File: config.mk
export PLATFORM = sky130hd
export DESIGN_NAME = program_loader_flat
export DESIGN_NICKNAME = d
export VERILOG_FILES = /design/src/rtl/program_loader_pkg.sv /design/src/rtl/program_loader_if.sv /design/src/rtl/program_loader.sv /design/src/flat_wrapper.sv
export SDC_FILE = /design/constraint.sdc
export NUM_CORES = 1
export LEC_CHECK = 0
export CAP_MARGIN = 30
export CORE_AREA = 2 2 74 76
export CTS_CLUSTER_SIZE = 20
export DETAILED_ROUTE_END_ITERATION = 10
export DIE_AREA = 0 0 76 78
export PLACE_DENSITY = 0.76
export SYNTH_ARGS = -nofsm -noshare
export SYNTH_HDL_FRONTEND = slang
export SYNTH_SLANG_ARGS = --single-unit
File: constraint.sdc
create_clock -name clk -period 5 [get_ports clk]
set_input_delay 1 -clock clk [delete_from_list [all_inputs] [get_ports clk]]
set_output_delay 1 -clock clk [all_outputs]
set_load 0.02 [all_outputs]
File: src/rtl/program_loader_pkg.sv
// Shared constants and types for the program loader.
// The program-counter width is shared with instruction fetch.
package program_loader_pkg;

  localparam int PC_BITS   = 9;
  localparam int ADDR_BITS = 8;
  localparam int DATA_BITS = 16;

  localparam logic [1:0] STATE_IDLE   = 2'd0;
  localparam logic [1:0] STATE_ACCEPT = 2'd1;
  localparam logic [1:0] STATE_WRITE  = 2'd2;
  localparam logic [1:0] STATE_DONE   = 2'd3;

  localparam logic LANE_HIGH = 1'b1;
  localparam logic LANE_LOW  = 1'b0;

  typedef enum logic [1:0] {
    ST_IDLE   = STATE_IDLE,
    ST_ACCEPT = STATE_ACCEPT,
    ST_WRITE  = STATE_WRITE,
    ST_DONE   = STATE_DONE
  } state_e;

  // Even byte addresses land in the high lane, odd ones in the low lane.
  function automatic logic lane_of(input logic addr_lsb);
    return addr_lsb ? LANE_LOW : LANE_HIGH;
  endfunction

endpackage

File: src/rtl/program_loader_if.sv
// Byte-stream input, program RAM write port and status of the program loader.
interface program_loader_if;
  import program_loader_pkg::*;

  logic                 start;
  logic [PC_BITS-1:0]   startAddress;
  logic [PC_BITS:0]     length;
  logic                 byteValid;
  logic [7:0]           byteData;
  logic                 byteReady;
  logic [ADDR_BITS-1:0] programAddress;
  logic [DATA_BITS-1:0] programDataIn;
  logic                 programWriteEnable;
  logic [1:0]           programWriteMask;
  logic                 busy;
  logic                 finished;
  logic [PC_BITS-1:0]   nextByteAddress;

  modport slave (
    input  start, startAddress, length, byteValid, byteData,
    output byteReady, programAddress, programDataIn, programWriteEnable,
           programWriteMask, busy, finished, nextByteAddress
  );

  modport master (
    output start, startAddress, length, byteValid, byteData,
    input  byteReady, programAddress, programDataIn, programWriteEnable,
           programWriteMask, busy, finished, nextByteAddress
  );

endinterface

File: src/rtl/program_loader.sv
// Packs an incoming byte stream into 16-bit program RAM words with per-byte
// write masks, so partial words at either end never disturb neighbouring bytes.
module program_loader
  import program_loader_pkg::*;
#(
  parameter int addrBits = ADDR_BITS,
  parameter int dataBits = DATA_BITS
) (
  input  logic             clk,
  input  logic             reset,
  program_loader_if.slave  bus
);

  state_e                state_q, state_d;
  logic [PC_BITS-1:0]    byte_addr_q, byte_addr_d;
  logic [PC_BITS:0]      remaining_q, remaining_d;
  logic [dataBits-1:0]   word_q, word_d;
  logic [1:0]            mask_q, mask_d;
  logic [addrBits-1:0]   word_addr_q, word_addr_d;
  logic                  lane_s;

  // State and data-path registers.
  always_ff @(posedge clk) begin
    if (!reset) begin
      state_q     <= ST_IDLE;
      byte_addr_q <= 9'd0;
      remaining_q <= 10'd0;
      word_q      <= 16'd0;
      mask_q      <= 2'b00;
      word_addr_q <= 8'd0;
    end else begin
      state_q     <= state_d;
      byte_addr_q <= byte_addr_d;
      remaining_q <= remaining_d;
      word_q      <= word_d;
      mask_q      <= mask_d;
      word_addr_q <= word_addr_d;
    end
  end

  assign lane_s = lane_of(byte_addr_q[0]);

  // Next-state and data-path update.
  always_comb begin
    state_d     = state_q;
    byte_addr_d = byte_addr_q;
    remaining_d = remaining_q;
    word_d      = word_q;
    mask_d      = mask_q;
    word_addr_d = word_addr_q;

    case (state_q)
      ST_IDLE, ST_DONE: begin
        if (bus.start) begin
          byte_addr_d = bus.startAddress;
          remaining_d = bus.length;
          mask_d      = 2'b00;
          if (bus.length == 10'd0) begin
            state_d = ST_DONE;
          end else begin
            state_d = ST_ACCEPT;
          end
        end else begin
          state_d = state_q;
        end
      end

      ST_ACCEPT: begin
        if (bus.byteValid) begin
          if (lane_s == LANE_HIGH) begin
            word_d[15:8] = bus.byteData;
          end else begin
            word_d[7:0] = bus.byteData;
          end
          mask_d[lane_s] = 1'b1;
          word_addr_d    = byte_addr_q[8:1];
          byte_addr_d    = byte_addr_q + 9'd1;
          remaining_d    = remaining_q - 10'd1;
          // Flush on a completed word or on the last byte of the load.
          if (byte_addr_q[0] || (remaining_q == 10'd1)) begin
            state_d = ST_WRITE;
          end else begin
            state_d = ST_ACCEPT;
          end
        end else begin
          state_d = ST_ACCEPT;
        end
      end

      ST_WRITE: begin
        mask_d = 2'b00;
        if (remaining_q == 10'd0) begin
          state_d = ST_DONE;
        end else begin
          state_d = ST_ACCEPT;
        end
      end

      default: begin
        state_d = ST_IDLE;
      end
    endcase
  end

  // Output decode from registered state.
  always_comb begin
    bus.byteReady          = 1'b0;
    bus.programWriteEnable = 1'b0;
    bus.programWriteMask   = 2'b00;
    bus.busy               = 1'b0;
    bus.finished           = 1'b0;

    case (state_q)
      ST_IDLE: begin
        bus.busy = 1'b0;
      end
      ST_ACCEPT: begin
        bus.byteReady = 1'b1;
        bus.busy      = 1'b1;
      end
      ST_WRITE: begin
        bus.programWriteEnable = 1'b1;
        bus.programWriteMask   = mask_q;
        bus.busy               = 1'b1;
      end
      ST_DONE: begin
        bus.finished = 1'b1;
      end
      default: begin
        bus.busy = 1'b0;
      end
    endcase
  end

  assign bus.programAddress  = word_addr_q;
  assign bus.programDataIn   = word_q;
  assign bus.nextByteAddress = byte_addr_q;

endmodule

File: src/flat_wrapper.sv
// flat-port wrapper written by rule: the top's interface ports become plain ports
module program_loader_flat import program_loader_pkg::*;
#(
  parameter int addrBits = ADDR_BITS,
  parameter int dataBits = DATA_BITS
)
  (clk, reset, bus_start, bus_startAddress, bus_length, bus_byteValid, bus_byteData, bus_byteReady, bus_programAddress, bus_programDataIn, bus_programWriteEnable, bus_programWriteMask, bus_busy, bus_finished, bus_nextByteAddress);
  program_loader_if bus_i ();
  input  logic clk;
  input  logic reset;
  input wire logic [$bits(bus_i.start)-1:0] bus_start;
  input wire logic [$bits(bus_i.startAddress)-1:0] bus_startAddress;
  input wire logic [$bits(bus_i.length)-1:0] bus_length;
  input wire logic [$bits(bus_i.byteValid)-1:0] bus_byteValid;
  input wire logic [$bits(bus_i.byteData)-1:0] bus_byteData;
  output wire logic [$bits(bus_i.byteReady)-1:0] bus_byteReady;
  output wire logic [$bits(bus_i.programAddress)-1:0] bus_programAddress;
  output wire logic [$bits(bus_i.programDataIn)-1:0] bus_programDataIn;
  output wire logic [$bits(bus_i.programWriteEnable)-1:0] bus_programWriteEnable;
  output wire logic [$bits(bus_i.programWriteMask)-1:0] bus_programWriteMask;
  output wire logic [$bits(bus_i.busy)-1:0] bus_busy;
  output wire logic [$bits(bus_i.finished)-1:0] bus_finished;
  output wire logic [$bits(bus_i.nextByteAddress)-1:0] bus_nextByteAddress;
  assign bus_i.start = bus_start;
  assign bus_i.startAddress = bus_startAddress;
  assign bus_i.length = bus_length;
  assign bus_i.byteValid = bus_byteValid;
  assign bus_i.byteData = bus_byteData;
  assign bus_byteReady = bus_i.byteReady;
  assign bus_programAddress = bus_i.programAddress;
  assign bus_programDataIn = bus_i.programDataIn;
  assign bus_programWriteEnable = bus_i.programWriteEnable;
  assign bus_programWriteMask = bus_i.programWriteMask;
  assign bus_busy = bus_i.busy;
  assign bus_finished = bus_i.finished;
  assign bus_nextByteAddress = bus_i.nextByteAddress;
  program_loader #(.addrBits(addrBits), .dataBits(dataBits)) u_core (.clk(clk), .reset(reset), .bus(bus_i));
endmodule
## Yosys cells after proc, flatten, opt, wreduce, memory -nomap -nowiden

Cells that the tools add are included.

| word-level totals | value |
|---|---|
| input bits | 31 |
| register bits | 47 |
| word-level logic and storage cells | 55 |
| output and inout port bits | 39 |

| cells by class | value |
|---|---|
| add/sub/neg operators | 2 |
| eq/ne operators | 6 |
| bitwise gates (word level) | 2 |
| reductions and logical operators | 13 |
| multiplexer cells | 23 |
| $lt $le $gt $ge | 2 |

Operator list:

| kind | count |
|---|---|
| 10-bit logical NOT | 2 |
| 10-bit 2-to-1 mux | 2 |
| 10-bit one-hot mux with 2 select lines | 1 |
| 9-bit 2-to-1 mux | 2 |
| 9-bit one-hot mux with 2 select lines | 1 |
| 2-bit 2-to-1 mux | 8 |
| 2-bit one-hot mux with 3 select lines | 2 |
| 10-bit by 1-bit equality test with 1-bit output, second input constant | 1 |
| 10-bit by 1-bit subtractor with 10-bit output, second input constant | 1 |
| 9-bit by 1-bit adder with 9-bit output, second input constant | 1 |
| 3-bit AND reduction | 3 |
| 1-bit 2-to-1 mux | 6 |
| 2-bit equality test, second input constant | 2 |
| 2-bit != test, second input constant | 2 |
| 2-bit AND reduction | 2 |
| 2-bit OR reduction | 2 |
| 2-bit by 1-bit equality test with 1-bit output, second input constant | 1 |
| 2-bit logical NOT | 1 |
| 1-bit by 2-bit < comparator with 1-bit output, second input constant | 1 |
| 2-bit OR | 1 |
| 2-bit nonzero test | 1 |
| 1-bit demux with 1-bit select | 1 |
| 1-bit greater-or-equal comparator, second input constant | 1 |
| 1-bit logical AND | 1 |
| other kinds (2) | 2 |

## Longest topological paths before layout

| logic depth | value |
|---|---|
| depth in word-level cells | 8 |
| mapped depth | 8 |
| depth with buffers taken out | 6 |

## Worst setup path after synthesis

No wires, ideal clock.

| path | value |
|---|---|
| kind | register to output |
| start point | reg u_core.state_q[0] |
| end point | out bus_programWriteMask[0] |
| path slack | 3.026 ns |
| cell stages (with the launch flop) | 4 |
| data arrival time | 0.974 ns |
| path buffers | 0 |
| path through | dfxtp_1 > inv_1 > ha_1 > and2_1 |

| between the ends | value |
|---|---|
| cells in the longest elaborated chain, start to end | 2 |

Ends and longest elaborated chain:

| item | RTL line | RTL |
|---|---|---|
| start, declared | program_loader.sv:14 | `state_e state_q, state_d;` |
| start signal, assigned | program_loader.sv:32 | `state_q <= state_d;` |
| 2-bit equality test | program_loader.sv:113 | `case (state_q)` |
| 2-bit 2-to-1 mux | program_loader.sv:113 |  |
| end, declared | flat_wrapper.sv:20 | `output wire logic [$bits(bus_i.programWriteMask)-1:0] bus_programWriteMask;` |

Every way passes these cells.

## Final worst setup path

| path | value |
|---|---|
| start point | in bus_byteValid |
| end point | reg u_core.remaining_q[6] |

| between the ends | value |
|---|---|
| cells in the longest elaborated chain, start to end | 2 |

Ends and longest elaborated chain:

| item | RTL line | RTL |
|---|---|---|
| start, declared | flat_wrapper.sv:14 | `input wire logic [$bits(bus_i.byteValid)-1:0] bus_byteValid;` |
| 2-bit != test (no line) | -- |  |
| 3-bit AND reduction (no line) | -- |  |
| end signal, assigned | program_loader.sv:34 | `remaining_q <= remaining_d;` |
| end, declared | program_loader.sv:16 | `logic [PC_BITS:0] remaining_q, remaining_d;` |

Every way passes these cells.
A chain may end at the register's enable or synchronous reset.

==> metrics.md <==
| Metric | Value |
|---|---|
| Status | `finished, final reports clean` |
| Area of the multi-input gates | `0.00122 sq mm` |
| FF+latch count, synth | `47` |
| Final Hold Viols | `0` |
| First-pass DRT Iterations | `4` |
| Final setup vio count | `0` |
| H-tree depth | `2` |
| DP Wirelength | `4500 um` |
| Wire length of the first global-routing pass | `10600 um` |
| Rows | `26` |
| Setup CP Type | `in -> reg` |
| Pre-CTS setup slack | `1.62 ns` |
| P per Cell Area | `371 mW/mm^2` |
| Vias in the first global route | `2232` |
| Tot Pwr | `1.17 mW` |
| Antenna viol nets, final | `0` |
| Die span in x | `76 um` |
| Critical Path End Type | `flip-flop` |
| Least-Margin Pin Slew | `0.719 ns` |
| Critical path startpoint category | `primary input` |
| Final Util | `62.5%` |
| IO buf count | `69` |
| Register area | `941 sq um` |
| F_max | `325 MHz` |
| Placer Congestion | `0.872` |
| CP Max Fanout | `16` |
| Post-synthesis sequential area ratio | `41.6%` |
| Layout cells sized above 1 | `5.07%` |
| RSZ-0062 raised after global routing | `false` |
| Static leakage | `1.09 nW` |
| Top Metal Used | `met4` |
| Drt total wl | `6280 um` |
| Ant. Diodes | `0` |
| Fin crit period | `3.08 ns` |
| M1 WL | `2660 um` |
| CTS tree | `yes` |
| VDD IR-drop max | `0.272 mV` |
| Root Driver | `clkbuf_8` |
| Req. time, crit path | `5.23 ns` |
| Initial antenna violation count | `0` |
| Die Y | `78 um` |
| Iter 0 DRT Violations | `128` |
| Postcts setup bufs | `0` |
| Cts hold-fix bufs | `0` |
| Final net count | `391` |
| Overflow after GRT | `0` |
| Met3 wire length | `411 um` |
| Final Skew | `0.00322 ns` |
| GR Util All Layers | `22.0%` |
| CP Data Arrival Time | `3.31 ns` |
| Syn_nets | `328` |
| Skew-Pair Late Insertion Delay | `0.30 ns` |
| Core area | `0.00504 sq mm` |
| Fin worst setup slack | `1.92 ns` |
| Max_cap viols | `0` |
| Synth Instances | `291` |
| CTS Buf Count | `5` |
| Worst slew margin | `52.0%` |
| Final Cycle Share | `61.6%` |
| Clock sinks | `47` |
| Clock transition at path regs | `0.09 ns` |
| Via count | `2362` |
| Setup TNS | `0 ns` |
| Met2 routed WL | `3100 um` |
| DRC errors left | `0` |
| DIE AREA | `0.00593 sq mm` |
| WL per Instance | `14.8 um` |
| Initial Util | `44.9%` |
| Number of vias per cell | `5.56` |
| Synth Cell Area | `0.00226 sq mm` |
| CTS resizes | `0` |
| Fill cells | `478` |
| Worst Hold Class | `reg -> reg` |
| Largest net degree at the start of global routing | `37` |
| Io pins | `70` |
| CTS max path bufs | `2` |
| Avg Cell Area, Syn | `7.78 sq um` |
| Yosys warns | `0` |
| Unique masters post-synth | `46` |
| Area growth, synth to finish | `39.2%` |
| Fin. max-slew vios | `0` |
-- layer usage --
metal	up-vias	track usage, %
met5	-	0
li1	1164	-
met3	11	4.88
met1	1104	26.8
met2	83	38.7
met4	0	7.45
-- where the power goes --
group	total (mW)	switching (mW)	internal (mW)
clock network	0.334	0.134	0.199
logic	0.372	0.216	0.156
registers	0.463	0.0482	0.415
-- critical path, stage by stage --
cell,delay (ns)
clkdlybuf4s50_1,0.53
and2_0,0.61
o21a_1,0.58
nand2_1,0.32
o22ai_1,0.25
-- Yosys cell counts (all sizes together) --
| library cell | n | area share, % |
|---|---|---|
| dfxtp | 47 | 42 |
| nor4 | 8 | 2.5 |
| o2bb2ai | 1 | 0.39 |
| nor3b | 1 | 0.33 |
| o21ai | 15 | 3.5 |
| nor2 | 14 | 2.3 |
| nor3 | 8 | 1.8 |
| nand2b | 2 | 0.55 |
| a221oi | 1 | 0.39 |
| clkbuf | 10 | 1.7 |
| buf | 5 | 1.1 |
| nor4b | 2 | 0.77 |
| nand4b | 1 | 0.39 |
| inv | 10 | 1.7 |
| nand2 | 63 | 10 |
| or4 | 1 | 0.33 |
| a21oi | 42 | 9.3 |
| a22o | 1 | 0.39 |
| a41oi | 1 | 0.39 |
| o31a | 2 | 0.77 |
| mux2 | 1 | 0.50 |
| o211ai | 4 | 1.5 |
| a21o | 1 | 0.33 |
| o32ai | 4 | 1.5 |
| o221a | 2 | 0.99 |
| nand3 | 4 | 0.88 |
| a22oi | 1 | 0.33 |
| or2 | 1 | 0.28 |
| o21a | 2 | 0.66 |
| a211oi | 3 | 1.2 |
| and2 | 5 | 1.4 |
| nor2b | 5 | 1.4 |
| o22ai | 2 | 0.55 |
| or3 | 2 | 0.55 |
| and4 | 1 | 0.39 |
| nand4 | 2 | 0.55 |
| ha | 6 | 3.3 |
| a31oi | 5 | 1.4 |
| and3 | 3 | 0.83 |
| mux2i | 2 | 0.88 |
-- registers in the layout, indices dropped and copies added (netlist names) --
register                    cells
u_core.mask_q                   2
u_core.state_q                  2
u_core.remaining_q             10
u_core.bus.programDataIn       16
u_core.bus.nextByteAddress      9
u_core.bus.programAddress       8
-- cell usage in the layout (no fill, tap or decap), types with 2 or more instances in the layout --
cell / n
a31oi_1: 5
o31a_1: 2
clkbuf_8: 5
nor2_1: 14
o21a_1: 2
and2_1: 4
clkdlybuf4s50_1: 69
nand2_1: 63
ha_1: 6
mux2i_1: 2
o22ai_1: 2
o21ai_0: 13
nor4b_1: 2
and3_1: 3
inv_1: 10
nand2b_1: 2
dfxtp_1: 47
o211ai_1: 3
o32ai_1: 4
a211oi_1: 2
or3_1: 2
a21oi_1: 42
bufinv_16: 2
nor2b_1: 5
nand4_1: 2
nand3_1: 4
nor4_1: 7
nor3_1: 8
o221a_2: 2
-- cell families (layout without fill, tap and decap cells) --
family	after synthesis	count (layout)	synth area share (%)
and+or+nand+nor	123	123	25.7
AOI/OAI and AO/OA	87	87	23.7
DFF	47	47	41.6
buffers and inverters	25	89	4.42
adders and majority gates	6	6	3.32
muxes	3	3	1.38
-- metrics by stage --
step / cells / cell area (sq um) / hold slack, ns
after floorplan: 291 / 2260 / 0.428
after global placement: 416 / 2990 / 0.441
after detailed placement: 417 / 3010 / 0.448
after CTS: 425 / 3150 / 0.461
after global routing: 425 / 3150 / 0.484
final: 425 / 3150 / 0.456
-- final timing paths --
kind	cells past startpoint	from	to	slack [ns]
max	5	bus_byteValid	u_core.remaining_q[6]$_SDFFE_PN0P_	1.92
min	2	u_core.bus.programDataIn[8]$_SDFFE_PN0P_	u_core.bus.programDataIn[8]$_SDFFE_PN0P_	0.46
max reg2reg	6	u_core.state_q[0]$_SDFFE_PN0P_	u_core.remaining_q[6]$_SDFFE_PN0P_	2.23
min reg2reg	2	u_core.bus.programDataIn[8]$_SDFFE_PN0P_	u_core.bus.programDataIn[8]$_SDFFE_PN0P_	0.46
-- cell type report --
type                            instances  area share (%)
Sequential cell                        47            29.9
Inverter                               10            1.19
Multi-Input combinational cell        219            38.8
Clock inverter                          3            2.14
Timing Repair Buffer                   71            23.0
Tap cell                               70            2.78
Clock buffer                            5            2.18
Power figures use the tool's default switching activity.
